===== src/rtl/bus_fifo_pkg.sv =====
// Shared constants and helpers for the per-node bus transmit FIFO.
// Used by bus_node_tx_fifo and its saturating drop counter.
package bus_fifo_pkg;

   localparam int ID_W       = 8;
   localparam logic [ID_W-1:0] BCAST_ID = 8'hFF;
   localparam int DROP_CNT_W = 8;
   localparam int MAX_PKT_W  = 64;

   // Destination ID lives in the top ID_W bits of a packet of width pkt_w.
   function automatic logic [ID_W-1:0] get_dest(input logic [MAX_PKT_W-1:0] pkt,
                                                input int pkt_w);
      return pkt[pkt_w-1 -: ID_W];
   endfunction

endpackage


===== src/rtl/bus_sat_cnt.sv =====
// Saturating up-counter with synchronous clear; holds at all-ones.
module bus_sat_cnt #(
   parameter int width = 8
) (
   input  logic             clk,
   input  logic             reset,
   input  logic             clear,
   input  logic             inc,
   output logic [width-1:0] value
);

   always_ff @(posedge clk or posedge reset) begin
      if (reset)
         value <= '0;
      else if (clear)
         value <= '0;
      else if (inc && (value != {width{1'b1}}))
         value <= value + width'(1);
   end

endmodule


===== src/rtl/bus_node_tx_fifo.sv =====
// Per-node transmit FIFO feeding the bus arbiter, first-word fall-through.
// Optional self-address filtering is enabled by BUS_FIFO_SELF_ADDR_CHECK_EN.
module bus_node_tx_fifo
   import bus_fifo_pkg::*;
#(
   parameter int pckg_sz = 16,
   parameter int depth   = 8,
   parameter int drvr_id = 0
) (
   input  logic                       clk,
   input  logic                       reset,
   input  logic                       push,
   input  logic [pckg_sz-1:0]         D_push,
   input  logic                       pop,
   output logic [pckg_sz-1:0]         D_pop,
   output logic                       pndng,
   output logic                       full,
   output logic [$clog2(depth+1)-1:0] count,
   output logic [DROP_CNT_W-1:0]      drop_cnt,
   output logic                       undfl
`ifdef BUS_FIFO_SELF_ADDR_CHECK_EN
   , output logic                     self_err
`endif
);

   localparam int AW = $clog2(depth);
   localparam int CW = $clog2(depth+1);

   if (depth < 2 || (depth & (depth - 1)) != 0 || drvr_id < 0 || drvr_id > 254 ||
       pckg_sz < ID_W || pckg_sz > MAX_PKT_W) begin : g_bad_param
      $error("bus_node_tx_fifo: illegal parameter combination");
   end

   logic [pckg_sz-1:0] mem [depth];
   logic [AW-1:0]      wr_ptr;
   logic [AW-1:0]      rd_ptr;
   logic               pop_ok;
   logic               self_hit;
   logic               push_acc;
   logic               drop_ev;
   logic [CW-1:0]      count_nxt;

   assign pndng = (count != '0);
   assign full  = (count == CW'(depth));
   assign D_pop = pndng ? mem[rd_ptr] : '0;

`ifdef BUS_FIFO_SELF_ADDR_CHECK_EN
   logic [ID_W-1:0] dest;
   assign dest     = get_dest(MAX_PKT_W'(D_push), pckg_sz);
   assign self_hit = (dest == ID_W'(drvr_id)) && (dest != BCAST_ID);
`else
   assign self_hit = 1'b0;
`endif

   // A pop on the same edge frees the slot a full FIFO needs for the push.
   always_comb begin
      pop_ok    = pop & pndng;
      push_acc  = push & ~self_hit & (~full | pop_ok);
      drop_ev   = push & (self_hit | (full & ~pop_ok));
      count_nxt = count + CW'(push_acc) - CW'(pop_ok);
   end

   always_ff @(posedge clk or posedge reset) begin
      if (reset) begin
         wr_ptr <= '0;
         rd_ptr <= '0;
         count  <= '0;
         undfl  <= 1'b0;
      end else begin
         if (push_acc)
            wr_ptr <= wr_ptr + AW'(1);
         if (pop_ok)
            rd_ptr <= rd_ptr + AW'(1);
         count <= count_nxt;
         if (pop && !pndng)
            undfl <= 1'b1;
      end
   end

   // Storage carries no reset; D_pop masks stale contents whenever empty.
   always_ff @(posedge clk) begin
      if (push_acc)
         mem[wr_ptr] <= D_push;
   end

`ifdef BUS_FIFO_SELF_ADDR_CHECK_EN
   always_ff @(posedge clk or posedge reset) begin
      if (reset)
         self_err <= 1'b0;
      else if (push && self_hit)
         self_err <= 1'b1;
   end
`endif

   bus_sat_cnt #(
      .width(DROP_CNT_W)
   ) u_drop_cnt (
      .clk  (clk),
      .reset(reset),
      .clear(1'b0),
      .inc  (drop_ev),
      .value(drop_cnt)
   );

endmodule


===== config.mk =====
export PLATFORM = sky130hd
export DESIGN_NAME = bus_node_tx_fifo
export DESIGN_NICKNAME = d
export VERILOG_FILES = /design/src/rtl/bus_fifo_pkg.sv /design/src/rtl/bus_sat_cnt.sv /design/src/rtl/bus_node_tx_fifo.sv
export SDC_FILE = /design/constraint.sdc
export NUM_CORES = 1
export LEC_CHECK = 0
export ABC_AREA = 1
export BUFFER_PORTS_ARGS = -buffer_cell sky130_fd_sc_hd__buf_4
export CAP_MARGIN = 20
export CORE_ASPECT_RATIO = 0.8
export CORE_MARGIN = 8
export CORE_UTILIZATION = 40
export DETAILED_ROUTE_END_ITERATION = 8
export GPL_TIMING_DRIVEN = 0
export PLACE_DENSITY_LB_ADDON = 0.08
export RECOVER_POWER = 100
export SKIP_CTS_REPAIR_TIMING = 1
export SLEW_MARGIN = 20
export SYNTH_ARGS = -nofsm -noshare
export SYNTH_HDL_FRONTEND = slang
export SYNTH_SLANG_ARGS = --single-unit

===== constraint.sdc =====
create_clock -name clk -period 3.5 [get_ports clk]
set_clock_uncertainty 0.15 [all_clocks]
set_input_delay 0.7 -clock clk [delete_from_list [all_inputs] [get_ports clk]]
set_output_delay 0.7 -clock clk [all_outputs]
set_load 0.01 [all_outputs]

# Word-level counts from Yosys, hierarchy flattened
# Memory sizes are Yosys's and may differ from the RTL's.
# Index checks and enable logic that the tools add are counted.
classes:
  addsub: 5
  n_eq_ne: 2
  mux: 3
  bitwise_logic: 7
  n_reduce_logical: 4
op_table:
  columns: ["cell", "count"]
  rows:
  - ["2-to-1 mux 16 bit", 1]
  - ["adder 8 x 1 -> 8 bit (second input constant)", 1]
  - ["inequality test 8 bit (second input constant)", 1]
  - ["adder 3 x 1 -> 3 bit (second input constant)", 2]
  - ["adder 4 x 1 -> 4 bit", 1]
  - ["bitwise AND 1 bit", 4]
  - ["== test 4 bit (second input constant)", 1]
  - ["nonzero test 4 bit", 1]
  - ["subtractor 4 x 1 -> 4 bit", 1]
  - ["logical AND 1 bit", 2]
  - ["2-to-1 mux 1 bit", 2]
  - ["inverter 1 bit", 2]
  - ["zero test 1 bit", 1]
  - ["OR 1 bit", 1]
word_totals:
  ff_bits: 19
  ram_bits: 128
  input_bits: 20
  wordCells: 27
  mem_count: 1
mem_list:
  columns: ["name", "words", "word_bits", "read_ports", "rd_ports_with_merged_regs", "wr", "line_no", "rtl"]
  rows:
  - ["mem", 8, 16, 1, 0, 1, "bus_node_tx_fifo.sv:34", "logic [pckg_sz-1:0] mem [depth];"]

# Longest topological paths before layout
logic_depth:
  depth_word: 6
  mapped_depth: 13
  mapped_depth_nobuf: 13

# By module
# From an unflattened synthesis, not the netlist that was laid out.
hier_totals:
  hier_cells: 706
  area_unflattened_um2: 6846.6
modules_own_cells:
  columns: ["module", "instances", "cells_per_inst", "area_per_inst_um2", "seq_area_each_um2"]
  rows:
  - ["bus_node_tx_fifo", 1, 637, 6339.8, 4119.0]
  - ["bus_sat_cnt", 1, 69, 506.7, 200.2]

# Worst setup path after synthesis
# OpenSTA, ideal clock, no wires.
synth_path:
  path_kind: "flip-flop to flip-flop"
  startpoint: "register count[2]"
  endpoint: "memory mem[1][0] (enable)"
  t_arrival_ns: 1.862
  path_slack_ns: 1.100
  stages_incl_launch_ff: 10
  n_path_buf: 0
  cell_sequence: "dfrtp_1 -> inv_1 -> ha_1 -> nand2_2 -> nand2_4 -> nand2_2 -> nand2_2 -> inv_2 -> nand2_2 -> nor2_1"
synth_via:
  elab_chain_len: 6
  word_cells_on_any_way: 8
  classes_between: "eq/ne (1); mux (2); bitwise (4); reduce/logical (1)"
synth_lines:
  columns: ["item", "line_no", "rtl"]
  rows:
  - ["from (decl)", "bus_node_tx_fifo.sv:18", "output logic [$clog2(depth+1)-1:0] count,"]
  - ["from (signal assigned)", "bus_node_tx_fifo.sv:74", "count <= count_nxt;"]
  - ["nonzero test 4 bit / == test 4 bit (equally long branches)", "bus_node_tx_fifo.sv:43, bus_node_tx_fifo.sv:44", null]
  - ["bitwise AND 1 bit / inverter 1 bit (equally long branches)", "bus_node_tx_fifo.sv:57, bus_node_tx_fifo.sv:58", null]
  - ["OR 1 bit (*)", "bus_node_tx_fifo.sv:58", "push_acc = push & ~self_hit & (~full | pop_ok);"]
  - ["bitwise AND 1 bit (*)", "bus_node_tx_fifo.sv:58", null]
  - ["2-to-1 mux 1 bit (*)", "bus_node_tx_fifo.sv:82", "if (push_acc)"]
  - ["2-to-1 mux 1 bit (implied by the code) (*)", "bus_node_tx_fifo.sv:83", "mem[wr_ptr] <= D_push;"]
  - ["to (decl)", "bus_node_tx_fifo.sv:34", null]
# Every way passes the cells marked *; elsewhere a longest branch is shown, timed or not.

# Worst setup path in the final report
layout_path:
  startpoint: "register count[2]"
  endpoint: "memory mem[5][11] (enable)"
# The elaborated chain is that of the path after synthesis.

==> impl_results.md <==
- Starting DRT DRC Count: 307
- Final setup TNS: 0 ns
- Max stage delay cell, worst path: nor2_1
- Worst endpoint required time: approximately 3.5 ns
- Worst Max-Slew Pin Slew: approximately 1.1 ns
- Via Count: around 4400
- Top-area cell type share of the netlist area: 59.0%
- Fillers: approximately 1500
- Area contributors post-synth: edfxtp_1 (59%), nand2_1 (8.3%), nor2_1 (8.2%)
- Vias in the first global route: approximately 4400
- Worst setup SP type: flip-flop
- Initial antenna violation count: 0
- Die area: slightly above 20000 µm²
- Ant. Diodes: 0
- PD cells: approximately 840 nW/µm²
- Largest net degree at the start of global routing: 20
- Met1 WL: 7850 µm
- Die Y: between 100 and 150 µm
- CTS tree: done
- Average size of a mapped cell: roughly 10 µm²
- Nets: approximately 730
- Critical Path AT: ~2.9 ns
- Max-slew violations: 0
- Worst hold path type: in -> async
- Initial core utilization: roughly two fifths
- Total track usage: 16.1%
- Status: complete, no violations
- Share of layout cells above drive strength 1: under 10%
- Family with the most delay on the worst path: simple AND/OR/NAND/NOR gates
- Register-to-Register Path Depth: 10
- Register area share after synthesis: 66.3%
- Number of synthesized register bits: approximately 150
- Row count: approximately 40
- Worst stage delay on the critical path: slightly below 0.8 ns
- Clock Path Buffers: 2
- Final hold violations: 0
- Synthesized instance count: ~620
- Yosys warns: 0
- Leading area contributor after synthesis: edfxtp_1
- Syn-to-layout area delta: 15.6%
- Max Used Layer: met4
- WL met2: roughly 7100 µm
- Worst vdd ir: between 0.0004 and 0.0005 V
- Grt ovf: 0
- Rel. slew slack: a little over a quarter
- Area of the multi-input gates: approximately 1700 µm²
- Max cap viols: 0
- GP Congestion: about 0.77
- Residual DRC: 0
- Total wire length: 15900 µm
- Vias/cell: roughly 4.8
- Setup slack, reg-to-reg: around 0.55 ns
- First-pass GRT wire length: between 20000 and 30000 µm
- Reg-to-Reg End: mem[5][11]
- Max frequency: roughly 340 MHz
- PortBufs: 49
- Min Tclk post-route: approximately 3.0 ns
- Final period util: 84.4%
- Distinct cells, synth: 28
- CP Max Fanout: 9
- Register Area: about 4300 µm²
- Buf+Inv Stages, Crit Path: 3
- Crit path kind: reg -> reg
- Overall Power: about 6300 µW
- Total CTS buffers: 17
- Cells along the critical path: inv_1, ha_1, nand2_1, nand2_1, nand2_2, nand2_1, inv_1, nand2_1, nor2_1, buf_8
- Worst skew pair latency: approximately 0.42 ns
- Met3 routed WL: around 740 µm
- Clk root buf: clkbuf_16
- DRT antenna net count: 0
- Most common cell after layout, fill and taps aside: nand2_1
- RSZ-0062 raised after global routing: no
- Clock sinks: roughly 150
- Most frequent cells in the layout: nand2_1 (149), nor2_1 (143), edfxtp_1 (128), inv_1 (51), clkbuf_1 (50)
- I/O pins: 51
- Core Footprint: roughly 16000 µm²
- Critical Path End Type: flip-flop
- Net count after synthesis: roughly 650
- Mapped Area: 6520 µm²
- Htree depth: 4
- Leak pwr: between 0.003 and 0.004 µW
- Drt wl/cell: roughly 17 µm
- Final setup violation count: 0
- Pre-antenna DRT Iters: 5
- Dpl hpwl: between 10000 and 15000 µm
- Die width: 159 µm
- Worst r2r src: count[2]
- Clock slew at the register clock pins of the worst setup and hold paths: 0.06 ns
- Crit-path most repeated cell: nand2_1
[layer usage]
layer	global-route usage, %	vias up
met1	21.6	2097
met3	4.25	15
met4	4.13	0
met2	25.5	101
met5	0	-
li1	-	2197
[how the worst max path moves through the flow]
stage | cells after the start | endpoint | slack (ns) | startpoint
after detailed placement | 8 | mem[5][6] | 0.93 | pop
after CTS | 8 | D_pop[14] | 0.57 | count[2]
final | 10 | mem[5][11] | 0.55 | count[2]
after global placement | 7 | mem[7][5] | 0.16 | pop
after global routing | 10 | mem[5][11] | 0.30 | count[2]
after floorplan | 9 | mem[1][0] | 1.10 | count[2]
[stage by stage]
step	hold WS, ns	instances	area (µm²)	setup WS, ns	utilization, %
floorplan	0.362	624	6520	1.10	-
finish	0.289	925	7530	0.547	47.5
detailed placement	0.317	895	7280	0.934	46.0
global route	0.348	925	7530	0.296	47.5
global placement	0.309	888	7150	0.158	45.1
CTS	0.313	925	7760	0.569	49.0
[sequential cells by signal (all words and copies together), names as in the netlist]
name / cells
wr_ptr: 3
count: 4
u_drop_cnt.value: 8
mem: 128
undfl: 1
rd_ptr: 3
[Yosys cell counts]
library cell	instances
clkbuf_1	3
o21ai_1	38
nand3b_1	2
buf_6	8
a21oi_4	1
xnor2_1	4
dfrtp_1	19
nand4_4	1
inv_1	50
nand4_1	7
nor2_2	2
fa_1	1
a21oi_1	2
buf_2	11
nor2_1	143
o21ai_0	11
a31o_2	1
xor2_1	2
nand2_4	2
nand2_2	5
inv_2	4
buf_8	2
buf_4	3
ha_1	8
clkbuf_2	1
nand2_1	144
edfxtp_1	128
nand3_1	21
[cell families (layout without fill, tap and decap cells)]
logic type / count (synthesis) / after routing / synth area share, %
compound gates: 53 / 53 / 4.30
xor+xnor: 6 / 6 / 0.806
fa+ha+maj: 9 / 9 / 1.84
buf+inv: 82 / 168 / 6.39
flops: 147 / 147 / 66.3
simple gates: 327 / 327 / 20.4
[cell type report]
cell class,count,area share [%]
timing repair buffer,56,4.04
multi-input combinational,395,23.2
buffer,28,2.84
tap,215,3.57
inverter,54,2.69
sequential,147,57.3
clock buffer,19,5.75
clock inverter,11,0.631
[where the power goes]
group	switching (µW)	internal (µW)	leakage [µW]
Sequential	111	2180	0.00140
Clock	648	872	0.000241
Combinational	1660	848	0.00143
Total	2420	3900	0.00307
(Power assumes the default switching activity.)
